### src/rtl/cipher_host.sv
// Host-side initiator for the XOR cipher UART box: sends key then plaintext as 8N1 frames and receives the reply byte.
// Optional comparator of the reply against plain^key is enabled by defining CIPHER_HOST_CHECK_EN.
module cipher_host #(
   parameter int CLK_FRE      = 50,
   parameter int BAUD_RATE    = 115200,
   parameter int TIMEOUT_BITS = 32
) (
   input  logic       clk,
   input  logic       rst,
   input  logic       start,
   input  logic [7:0] plain,
   input  logic [7:0] key,
   output logic       tx_key,
   output logic       tx_data,
   input  logic       rx,
   output logic       busy,
   output logic [7:0] cipher,
   output logic       cipher_valid,
   output logic       frame_err,
   output logic       timeout,
   output logic       mismatch
);

   localparam int BIT_CYCLES = CLK_FRE * 1000000 / BAUD_RATE;
   localparam int HALF       = BIT_CYCLES / 2;
   localparam int CW         = $clog2(BIT_CYCLES + 1);
   localparam int TW         = $clog2(TIMEOUT_BITS + 1);
   localparam logic [CW-1:0] BIT_LAST  = CW'(BIT_CYCLES - 1);
   localparam logic [CW-1:0] HALF_LAST = CW'(HALF - 1);
   localparam logic [TW-1:0] TO_LAST   = TW'(TIMEOUT_BITS - 1);

   typedef enum logic [2:0] {IDLE, SEND_KEY, SEND_DATA, WAIT_RX, RECV, DONE} state_t;

   state_t        state;
   logic [CW-1:0] cyc;
   logic [3:0]    bit_idx;
   logic [CW-1:0] to_cyc;
   logic [TW-1:0] to_bits;
   logic [7:0]    plain_reg;
   logic [7:0]    key_reg;
   logic [7:0]    shreg;
   logic          rx_meta;
   logic          rx_s;
   logic          rx_prev;

   // Frame position 0 is the start bit, 1..8 are data LSB first, 9 is the stop bit.
   function automatic logic frame_bit(input logic [7:0] b, input logic [3:0] idx);
      if (idx == 4'd0)
         return 1'b0;
      else if (idx >= 4'd9)
         return 1'b1;
      else
         return b[3'(idx - 4'd1)];
   endfunction

   always_ff @(posedge clk or posedge rst) begin
      if (rst) begin
         rx_meta <= 1'b1;
         rx_s    <= 1'b1;
         rx_prev <= 1'b1;
      end else begin
         rx_meta <= rx;
         rx_s    <= rx_meta;
         rx_prev <= rx_s;
      end
   end

   always_ff @(posedge clk or posedge rst) begin
      if (rst) begin
         state        <= IDLE;
         tx_key       <= 1'b1;
         tx_data      <= 1'b1;
         busy         <= 1'b0;
         cipher       <= 8'h00;
         cipher_valid <= 1'b0;
         frame_err    <= 1'b0;
         timeout      <= 1'b0;
         cyc          <= '0;
         bit_idx      <= 4'd0;
         to_cyc       <= '0;
         to_bits      <= '0;
         plain_reg    <= 8'h00;
         key_reg      <= 8'h00;
         shreg        <= 8'h00;
      end else begin
         cipher_valid <= 1'b0;
         frame_err    <= 1'b0;
         timeout      <= 1'b0;
         case (state)
            IDLE: begin
               if (start) begin
                  plain_reg <= plain;
                  key_reg   <= key;
                  tx_key    <= 1'b0;
                  busy      <= 1'b1;
                  cyc       <= '0;
                  bit_idx   <= 4'd0;
                  state     <= SEND_KEY;
               end
            end
            SEND_KEY: begin
               if (cyc == BIT_LAST) begin
                  cyc <= '0;
                  if (bit_idx == 4'd9) begin
                     bit_idx <= 4'd0;
                     tx_data <= 1'b0;
                     state   <= SEND_DATA;
                  end else begin
                     bit_idx <= bit_idx + 4'd1;
                     tx_key  <= frame_bit(key_reg, bit_idx + 4'd1);
                  end
               end else begin
                  cyc <= cyc + 1'b1;
               end
            end
            SEND_DATA: begin
               if (cyc == BIT_LAST) begin
                  cyc <= '0;
                  if (bit_idx == 4'd9) begin
                     bit_idx <= 4'd0;
                     to_cyc  <= '0;
                     to_bits <= '0;
                     state   <= WAIT_RX;
                  end else begin
                     bit_idx <= bit_idx + 4'd1;
                     tx_data <= frame_bit(plain_reg, bit_idx + 4'd1);
                  end
               end else begin
                  cyc <= cyc + 1'b1;
               end
            end
            WAIT_RX: begin
               // The timeout count is frozen while a candidate start bit is checked.
               if (rx_prev && !rx_s) begin
                  cyc     <= '0;
                  bit_idx <= 4'd0;
                  state   <= RECV;
               end else if (to_cyc == BIT_LAST) begin
                  to_cyc <= '0;
                  if (to_bits == TO_LAST) begin
                     timeout <= 1'b1;
                     busy    <= 1'b0;
                     state   <= IDLE;
                  end else begin
                     to_bits <= to_bits + 1'b1;
                  end
               end else begin
                  to_cyc <= to_cyc + 1'b1;
               end
            end
            RECV: begin
               if (bit_idx == 4'd0) begin
                  if (cyc == HALF_LAST) begin
                     cyc <= '0;
                     if (rx_s)
                        state <= WAIT_RX;
                     else
                        bit_idx <= 4'd1;
                  end else begin
                     cyc <= cyc + 1'b1;
                  end
               end else if (cyc == BIT_LAST) begin
                  cyc <= '0;
                  if (bit_idx == 4'd9) begin
                     if (rx_s) begin
                        state <= DONE;
                     end else begin
                        frame_err <= 1'b1;
                        busy      <= 1'b0;
                        state     <= IDLE;
                     end
                  end else begin
                     shreg   <= {rx_s, shreg[7:1]};
                     bit_idx <= bit_idx + 4'd1;
                  end
               end else begin
                  cyc <= cyc + 1'b1;
               end
            end
            DONE: begin
               cipher       <= shreg;
               cipher_valid <= 1'b1;
               busy         <= 1'b0;
               state        <= IDLE;
            end
            default: begin
               state <= IDLE;
            end
         endcase
      end
   end

`ifdef CIPHER_HOST_CHECK_EN
   always_ff @(posedge clk or posedge rst) begin
      if (rst)
         mismatch <= 1'b0;
      else
         mismatch <= (state == DONE) && (shreg != (plain_reg ^ key_reg));
   end
`else
   assign mismatch = 1'b0;
`endif

endmodule

### config.mk
export PLATFORM = sky130hd
export DESIGN_NAME = cipher_host
export DESIGN_NICKNAME = d
export VERILOG_FILES = /design/src/rtl/cipher_host.sv
export SDC_FILE = /design/constraint.sdc
export NUM_CORES = 1
export LEC_CHECK = 0
export CORE_ASPECT_RATIO = 0.9
export CORE_MARGIN = 5
export CORE_UTILIZATION = 30
export DETAILED_ROUTE_END_ITERATION = 7
export GPL_TIMING_DRIVEN = 0
export PLACE_DENSITY_LB_ADDON = 0.05
export SYNTH_ARGS = -nofsm -noshare
export SYNTH_HDL_FRONTEND = slang
export SYNTH_SLANG_ARGS = --single-unit
### constraint.sdc
create_clock -name clk -period 8.2 [get_ports clk]
set_input_delay 2.05 -clock clk [delete_from_list [all_inputs] [get_ports clk]]
set_output_delay 2.05 -clock clk [all_outputs]
set_load 0.005 [all_outputs]
# --- After elaboration in Yosys (flattened, before gate mapping) ---
# Cells that the tools add are included.
totals:
  out_inout_bits: 15
  in_bits: 20
  wordCells: 161
  ff_bits: 72
classes:
  reduce_logical: 21
  n_addsub: 5
  muxes: 78
  bitwise_logic: 2
  eq_ne: 35
  magnitude_cmp: 2
op_table:
  columns: ["op", "n"]
  rows:
  - ["two-way mux 9 bit", 9]
  - ["two-way mux 3 bit", 14]
  - ["two-way mux 4 bit", 9]
  - ["case mux 9 bit (4 select lines)", 1]
  - ["!= test 2 bit, second input constant", 16]
  - ["two-way mux 1 bit", 31]
  - ["two-way mux 6 bit", 5]
  - ["!= test 3 bit, second input constant", 8]
  - ["adder 9 x 1 -> 9 bit, second input constant", 2]
  - ["== test 9 bit, second input constant", 2]
  - ["case mux 9 bit (2 select lines)", 1]
  - ["case mux 4 bit (4 select lines)", 1]
  - ["case mux 3 bit (5 select lines)", 1]
  - ["case mux 6 bit (2 select lines)", 1]
  - ["AND reduction 4 bit", 3]
  - ["AND reduction 11 bit", 1]
  - ["== test 9 x 8 -> 1 bit, second input constant", 1]
  - ["AND reduction 9 bit", 1]
  - ["logical NOT 4 bit", 2]
  - ["AND reduction 8 bit", 1]
  - ["nonzero test 4 bit", 2]
  - ["adder 6 x 1 -> 6 bit, second input constant", 1]
  - ["binary-select mux 1 bit (select 3 bit)", 2]
  - ["== test 3 x 2 -> 1 bit, second input constant", 2]
  - ["other kinds (21)", 26]

# --- Logic depth before layout (Yosys ltp) ---
logic_depth:
  ltp_word: 9
  depth_mapped: 10
  ltp_nobuf: 7

# --- Worst setup path after synthesis ---
# Ideal clock, no wire load.
synth_timing:
  kind: "input -> register"
  from: "input port start"
  to: "register key_reg[0]"
  setup_ps: 125
  n_path_buf: 2
  t_required_ps: 8075
  slack_ps: 4904
  stages: 4
  t_arrival_ps: 3171
  path_cell_list: "and3_1 clkbuf_1 clkbuf_1 mux2_2"
synth_between:
  elab_chain_cells: 1
synth_rtl:
  columns: ["item", "line", "source"]
  rows:
  - ["start, declared", "10", "input logic start,"]
  - ["AND reduction 2 bit (no source line)", null, null]
  - ["end signal, assigned", "93", "key_reg <= key;"]
  - ["end, declared", "40", "logic [7:0] key_reg;"]
# No other way between the ends.
# A chain may end at the register's enable or synchronous reset.

# --- Final worst setup path ---
# Ends and elaborated chain as after synthesis.

==> flow_metrics.env <==
export IMPL_power_density_nw_per_um2=320
export IMPL_met2_length_mm=3.89
export IMPL_cp_start_kind="input port"
export IMPL_synth_common_cells="67 x dfrtp_1, 33 x mux2_2, 26 x o21ai_0, 23 x nand2_1, 23 x nor2_1"
export IMPL_cap_violations=0
export IMPL_die_x_um=129
export IMPL_setup_violations=0
export IMPL_largestRegisters="cyc (9), to_cyc (9)"
export IMPL_synth_edf_count=0
export IMPL_track_usage=0.127
export IMPL_irDropWorstVdd_mv=0.133
export IMPL_drcViolationCount=0
export IMPL_routed_via_density=4.90
export IMPL_ctsHoldBuffers=0
export IMPL_critPathCapture="key_reg[0]"
export IMPL_drt_total_wl_mm=8.76
export IMPL_syn_cell_area_um2=3830
export IMPL_ios=35
export IMPL_wl_per_cell_um=15.4
export IMPL_arrival_ps=4050
export IMPL_total_power_mw=1.49
export IMPL_status="completed"
export IMPL_rr_startpoint="bit_idx[0]"
export IMPL_r2r_end="state[1]"
export IMPL_synthesis_nets=386
export IMPL_antenna_cells=0
export IMPL_clockBufferDepth=2
export IMPL_vias=2794
export IMPL_clkTransAtPathRegs_ps=60
export IMPL_yosysWarnings=0
export IMPL_worst_pin_slew_ps=910
export IMPL_leakage_nw=2.00
export IMPL_met3_wirelength_um=265
export IMPL_io_buffers=33
export IMPL_drt_pre_antenna_iters=4
export IMPL_syn_area_per_cell_um2=10.7
export IMPL_syn_to_final_growth_pct=21.9
export IMPL_slew_viol_final=0
export IMPL_yosys_area_top_type_share=0.438
export IMPL_critical_path_max_fanout=10
export IMPL_post_synth_top_count_cell="dfrtp_1"
export IMPL_min_path_type="flop to flop"
export IMPL_ys_seq_area_frac=0.473
export IMPL_ant_nets=0
export IMPL_cts_sinks=72
export IMPL_met1_length_mm=4.43
export IMPL_hold_slack_ps=358
export IMPL_drt_iter0_markers=130
export IMPL_post_cts_resized=0
export IMPL_placed_area_um2=4390
export IMPL_antenna_found_initial=0
export IMPL_cts_tree="done"
export IMPL_ys_seq_elements=72
export IMPL_fin_nets=431
export IMPL_top_layer="met4"
export IMPL_fin_crit_ps=3830
export IMPL_design_area_um2=4660
export IMPL_hold_violations=0
export IMPL_rsz0062_at_grt="false"
export IMPL_dp_cells=554
export IMPL_overflow=0
export IMPL_cp_startpoint="start"
export IMPL_final_layout_size_suffix_gt1_frac=0.185
export IMPL_fin_tns_setup_ps=0
export IMPL_skew_ps=7.89
export IMPL_crit_type="input port to flop"
export IMPL_clock_latency_ps=340
export IMPL_min_from="rx_meta"
export IMPL_endpoint_kind="flop"
export IMPL_synth_cells=356
export IMPL_dpl_hpwl_mm=6.25
export IMPL_grt_pass1_vias=2899
export IMPL_whs_path_depth=0
export IMPL_synth_main_ff_cell="dfrtp_1"
export IMPL_slew_headroom=0.388
export IMPL_fp_dieArea_um2=15100
export IMPL_worstPathRequired_ps=8420
export IMPL_cts_root_buf="clkbuf_16"
export IMPL_multi_input_area_um2=1880
export IMPL_ys_top_cells_by_area="dfrtp_1 44%, mux2_2 9.7%, dfstp_2 3.4%"
export IMPL_fill_cells=1281
export IMPL_r2r_cells=9
export IMPL_cts_setup_buffers=0
export IMPL_fmax_mhz=261
export IMPL_rows=39
export IMPL_grt_max_degree=47
export IMPL_final_cells=570
export IMPL_cts_max_level=3
export IMPL_cts_buffers=9
export IMPL_synth_cell_type_count=56
export IMPL_seqCellArea_um2=1810
export IMPL_grt_pass1_wl_mm=15.0
export IMPL_initial_core_util=0.304
export IMPL_synth_area_leader_cell="dfrtp_1"
export IMPL_gp_congestion=0.775
export IMPL_core_um2=12600
export IMPL_async_flop_share=1.00
export IMPL_period_share=0.467
export IMPL_rrSetupSlack_ps=5240
export IMPL_die_h_um=117
-- how the worst min path moves through the flow --
| stage | slack [ps] | to |
|---|---|---|
| floorplan | 350 | rx_s |
| global placement | 350 | rx_s |
| detailed placement | 350 | rx_s |
| CTS | 370 | rx_s |
| global route | 370 | rx_s |
| finish | 360 | rx_s |
-- routing by layer --
metal,up-vias,track usage
met5,-,0
met4,0,0.0595
met3,12,0.0281
met2,33,0.190
met1,1361,0.176
li1,1388,-
-- power breakdown --
| group | internal, mW | switching [mW] |
|---|---|---|
| registers | 0.436 | 0.0585 |
| clock network | 0.205 | 0.166 |
| logic | 0.301 | 0.329 |
-- critical path: stages --
cell             delay, ps
clkdlybuf4s50_1        530
and3_1                 200
clkbuf_1               390
clkbuf_1               480
mux2_2                 390
-- final cells by class --
cell class | instances | area share
clock inverter | 7 | 0.0102
tap | 164 | 0.0440
inverter | 14 | 0.0118
buffer | 16 | 0.0188
timing repair buffer | 34 | 0.0767
clock buffer | 9 | 0.0483
multi-input combinational | 254 | 0.403
sequential | 72 | 0.388
-- cells in the final DEF, fill, tap and decap left out, types with 10 or more instances in the layout --
cell type | synthesis | layout
clkdlybuf4s50_1 | 0 | 33
inv_1 | 14 | 13
mux2_2 | 33 | 33
nand3_1 | 14 | 14
dfrtp_1 | 67 | 67
ha_1 | 10 | 10
nor2_1 | 23 | 23
nand2_1 | 23 | 23
a21oi_1 | 11 | 11
o21ai_0 | 26 | 26
-- kinds of logic (layout without fill, tap and decap cells) --
| group | Yosys count | in the layout | share of synthesized area |
|---|---|---|---|
| XOR/XNOR | 10 | 10 | 0.0229 |
| buffers and inverters | 30 | 80 | 0.0366 |
| other | 1 | 1 | 0.000980 |
| multiplexers | 45 | 45 | 0.143 |
| AND/OR/NAND/NOR | 114 | 114 | 0.163 |
| flip-flops | 72 | 72 | 0.473 |
| AO/OA/AOI/OAI | 74 | 74 | 0.128 |
| adder cells (fa/ha/maj) | 10 | 10 | 0.0327 |
-- stage by stage --
step           setup slack, ps   util
2_1_floorplan             4330      -
3_3_place_gp              2850  0.346
5_1_grt                   4260  0.371
4_1_cts                   4340  0.371
6_report                  4370  0.371
3_5_place_dp              3990  0.349
Note: power is estimated with default switching activity, not from simulation.
